## src/rtl/instruction_register_pkg.sv

```systemverilog
// ----------------------------------------------------------------------------
// instruction_register_pkg
// Shared widths and field positions for the instruction register and its
// opcode decoder.
//   OPCODE_W   : opcode field width
//   DATA_W     : data field width
//   INSTR_W    : full instruction word width
//   OPCODE_LSB/OPCODE_MSB, DATA_LSB/DATA_MSB : field bit positions
// ----------------------------------------------------------------------------
package instruction_register_pkg;

   localparam int OPCODE_W   = 4;
   localparam int DATA_W     = 4;
   localparam int INSTR_W    = OPCODE_W + DATA_W;

   localparam int OPCODE_LSB = 0;
   localparam int OPCODE_MSB = OPCODE_W - 1;
   localparam int DATA_LSB   = OPCODE_W;
   localparam int DATA_MSB   = INSTR_W - 1;

   localparam int ONEHOT_W   = 1 << OPCODE_W;

endpackage : instruction_register_pkg

```

## src/rtl/opcode_decoder.sv

```systemverilog
// ----------------------------------------------------------------------------
// opcode_decoder
// Purely combinational one-hot decode of an opcode.
// Ports:
//   opcode  [IN_W-1:0]       : opcode to decode
//   onehot  [2**IN_W-1:0]    : bit k set exactly when opcode == k
// ----------------------------------------------------------------------------
module opcode_decoder
   import instruction_register_pkg::*;
#(
   parameter int IN_W = OPCODE_W
) (
   input  logic [IN_W-1:0]        opcode,
   output logic [(1<<IN_W)-1:0]   onehot
);

   always_comb begin
      onehot         = '0;
      onehot[opcode] = 1'b1;
   end

endmodule : opcode_decoder

```

## src/rtl/instruction_register.sv

```systemverilog
// ----------------------------------------------------------------------------
// instruction_register
// Captures an instruction word on every rising clock edge (no enable) and
// presents its opcode/data fields, a one-hot opcode decode, a "captured since
// reset" flag and a "differs from the previous word" flag. All outputs come
// from registers, so nothing on the instruction input reaches an output
// without passing through a clock edge.
//
// Optional feature: define INSTRUCTION_REGISTER_PARITY_EN to add a registered
// even-parity output (XOR of all stored bits).
//
// Ports:
//   clock          : rising-edge clock
//   reset          : synchronous, active-high; wins over a same-edge capture
//   instruction    : word captured each edge while reset is low
//   opcode         : stored bits [OPCODE_W-1:0]
//   data           : stored bits [INSTR_W-1:OPCODE_W]
//   valid          : set on first capture after reset, held until reset
//   opcode_onehot  : decode of stored opcode, all-zero while valid is low
//   changed        : last capture differed from the word it replaced
//   parity         : (PARITY_EN only) XOR of the stored word
// ----------------------------------------------------------------------------
module instruction_register
   import instruction_register_pkg::*;
#(
   parameter int OPCODE_W = instruction_register_pkg::OPCODE_W,
   parameter int DATA_W   = instruction_register_pkg::DATA_W
) (
   input  logic                               clock,
   input  logic                               reset,
   input  logic [OPCODE_W+DATA_W-1:0]         instruction,
   output logic [OPCODE_W-1:0]                opcode,
   output logic [OPCODE_W+DATA_W-1:OPCODE_W]  data,
   output logic                               valid,
   output logic [(1<<OPCODE_W)-1:0]           opcode_onehot,
   output logic                               changed
`ifdef INSTRUCTION_REGISTER_PARITY_EN
   ,
   output logic                               parity
`endif
);

   localparam int IW = OPCODE_W + DATA_W;

   // instr_q doubles as the "previous word" at each edge: the comparison for
   // changed is made against it before it is overwritten.
   logic [IW-1:0]                instr_q;
   logic                         valid_q;
   logic                         changed_q;
   logic [(1<<OPCODE_W)-1:0]     decode_raw;

   always_ff @(posedge clock) begin
      if (reset) begin
         instr_q   <= '0;
         valid_q   <= 1'b0;
         changed_q <= 1'b0;
      end else begin
         instr_q   <= instruction;
         valid_q   <= 1'b1;
         // First capture after reset has no predecessor to differ from.
         changed_q <= valid_q && (instruction != instr_q);
      end
   end

`ifdef INSTRUCTION_REGISTER_PARITY_EN
   logic parity_q;

   always_ff @(posedge clock) begin
      if (reset) begin
         parity_q <= 1'b0;
      end else begin
         parity_q <= ^instruction;
      end
   end

   assign parity = parity_q;
`endif

   opcode_decoder #(
      .IN_W   (OPCODE_W)
   ) u_opcode_decoder (
      .opcode (instr_q[OPCODE_W-1:0]),
      .onehot (decode_raw)
   );

   assign opcode        = instr_q[OPCODE_W-1:0];
   assign data          = instr_q[IW-1:OPCODE_W];
   assign valid         = valid_q;
   assign changed       = changed_q;
   // The decoder sees opcode 0 after reset; suppress it until a real capture.
   assign opcode_onehot = valid_q ? decode_raw : '0;

endmodule : instruction_register

```

## config.mk

```make
export PLATFORM = sky130hd
export DESIGN_NAME = instruction_register
export DESIGN_NICKNAME = d
export VERILOG_FILES = /design/src/rtl/instruction_register_pkg.sv /design/src/rtl/opcode_decoder.sv /design/src/rtl/instruction_register.sv
export SDC_FILE = /design/constraint.sdc
export NUM_CORES = 1
export LEC_CHECK = 0
export CORE_MARGIN = 4
export CORE_UTILIZATION = 37
export DETAILED_ROUTE_END_ITERATION = 10
export HOLD_SLACK_MARGIN = 0.03
export PLACE_DENSITY = 0.87
export RECOVER_POWER = 50
export SLEW_MARGIN = 20
export SYNTH_ARGS = -nofsm -noshare
export SYNTH_HDL_FRONTEND = slang
export SYNTH_HIERARCHICAL = 1
export SYNTH_SLANG_ARGS = --single-unit
export TNS_END_PERCENT = 50
```

## constraint.sdc

```tcl
create_clock -name clock -period 1.6 [get_ports clock]
set_clock_uncertainty 0.1 [all_clocks]
set_input_delay 0.32 -clock clock [delete_from_list [all_inputs] [get_ports clock]]
set_output_delay 0.32 -clock clock [all_outputs]
set_load 0.05 [all_outputs]
```

==> run summary <==
Reg2Reg Capture Point = changed
core area = 1730 um2
vias in the first global route = 640
register area share after synthesis = 29.5%
Layout Nets = 121
number of DRC markers in iteration 0 = 4
most frequent cells in the layout = buf_12, and2_4, nor2b_1, xnor2_1, clkdlybuf4s50_1
fmax = 0.563 GHz
Post-Route M1 WL = 766 um
die height = 50.8 um
Final Hold Violating Endpoints = 0
YS warnings = 6
DRC Markers = 0
CTS tree = built
diodes inserted = 0
setup TNS = -1580 ps
CP required = 1180 ps
Worst Setup SP = instr_q[1]
largest net degree at the start of global routing = 19
post-route cell area = 1500 um2
Crit Path Class = reg -> out
register clock-pin slew on the reported worst setup and hold paths = 70 ps
Min-Delay Startpoint = valid
drt wl/cell = 14.7 um
final count of negative-setup-slack endpoints = 16
outcome = complete, but fails checks
register area = 216 um2
Pins Over Slew Limit = 0
leading area contributor after synthesis = dfxtp_1
IO Pins = 36
Core Util, Final = 86.9%
final worst slack = -177 ps
DIE AREA = 2580 um2
register bit total from synthesis = 10
Num Clock Sinks = 10
dpl ws = 94.9 ps
total CTS buffers = 3
Max Cap Viol = 0
hold depth = 1
Arrival @ worst endpoint = 1360 ps
Final Power = 809 uW
Multi-input gate area = 503 um2
total number of vias = 646
DR top layer = met4
total wire length = 1990 um
Worst-Skew Late Latency = 260 ps
Starting Density = 39.3%
GP Congestion = 0.672
GRT Residual Overflow = 0
Hold Buf Count CTS = 0
CP Launch Type = flip-flop
initial antenna violation count = 0
Yosys top cell area share = 29.5%
first-pass GRT wire length = 3060 um
CTS Root Cell = clkbuf_4
synth top area cells = dfxtp_1, and2_1, xnor2_1
hold endpoint = changed
Power Dens Cells = 539 nW/um2
final cell count without fillers = 135
vias per inst = 4.79
clk buf depth = 2
Total GRT Usage = 15.9%
Leakage = 0.615 nW
CP Capture Type = output port
largest fanout on the critical path = 8
Pre-antenna DRT Iters = 3
Worst Max-Slew Pin Slew = 336 ps
met3 wire length = 192 um
met2 wire len = 1020 um
antenna viol nets, final = 0
DP Area = 1320 um2
RR Startpoint = instr_q[3]
Port Buffers = 35
placed insts = 122
Peak VDD IR = 0.650 mV
Die Width = 50.8 um
worst hold path class = reg -> reg
unrepaired setup endpoints after global routing = true
area grow syn2layout = 121%
syn nets = 77
commonest non-fill, non-tap cell in the layout = buf_12
post-synth cell types = 15
final worst path period need = 1780 ps
period utilisation layout = 111%
worst r2r path cells = 5
failing checks = negative setup slack
reg-to-reg slack, setup = 260 ps
H-tree levels = 1
num rows = 15
share of cells above drive strength 1 = 60.9%
hold_ws = 532 ps
Post-Synthesis Cell Area = 678 um2
Syn Inst Count = 67
Slew HR = 77.6%
Post-DP HPWL = 1270 um
Synth Area per Inst = 10.1 um2
fill cell count = 79
## metal layers
layer	vias up	global-route usage (%)
li1	326	-
met1	284	15.8
met2	34	27.8
met3	2	7.58
met4	0	7.62
met5	-	0
## critical path: stages (launching register included)
cell and delay [ps]:
dfxtp_4 360, buf_8 140, nor4b_4 280, and2_4 200, buf_12 130
## synth_stat cells, drive strengths merged
library cell   n
dfxtp         10
o211a          1
and2          16
nor2b          8
nor4           1
and4b          4
xnor2          8
nor4b          4
buf            5
inv            1
and4           1
and4bb         6
nand4          2
## logic make-up (layout without fill, tap and decap cells)
| logic type | Yosys count | after routing | share of synthesized area [%] |
|---|---|---|---|
| DFF | 10 | 10 | 29.5 |
| and+or+nand+nor | 42 | 42 | 53.0 |
| AOI/OAI and AO/OA | 1 | 1 | 1.48 |
| buffers and inverters | 6 | 49 | 5.72 |
| xor gates and xnor gates | 8 | 8 | 10.3 |
## where the power goes
part / switching (mW) / leakage, nW / internal, mW / total [mW]
clock network: 0.0865 / 0.0210 / 0.138 / 0.224
logic: 0.130 / 0.509 / 0.160 / 0.290
registers: 0.0337 / 0.0858 / 0.260 / 0.294
## worst max-delay path by stage
stage	to	slack (ps)
floorplan	opcode_onehot[6]	30
global placement	changed	130
detailed placement	changed	90
CTS	opcode_onehot[5]	-130
global route	opcode_onehot[0]	-210
finish	opcode_onehot[1]	-180
## sequential cells by signal, indices dropped and copies added, names as in the netlist
register	cells
instr_q	8
changed	1
valid	1
## final cells by class
type | count | area share [%]
Inverter | 1 | 0.250
Multi-Input combinational cell | 51 | 33.5
Clock buffer | 4 | 2.42
Tap cell | 25 | 2.09
Sequential cell | 10 | 14.4
Timing Repair Buffer | 44 | 47.3
## timing repair
action | CTS | global route
endpoints found under the setup margin | 16 | 16
gates resized for setup | 19 | 6
buffers inserted | 6 | 3
pin swaps | 0 | 2
Note: power is estimated with default switching activity, not from simulation.
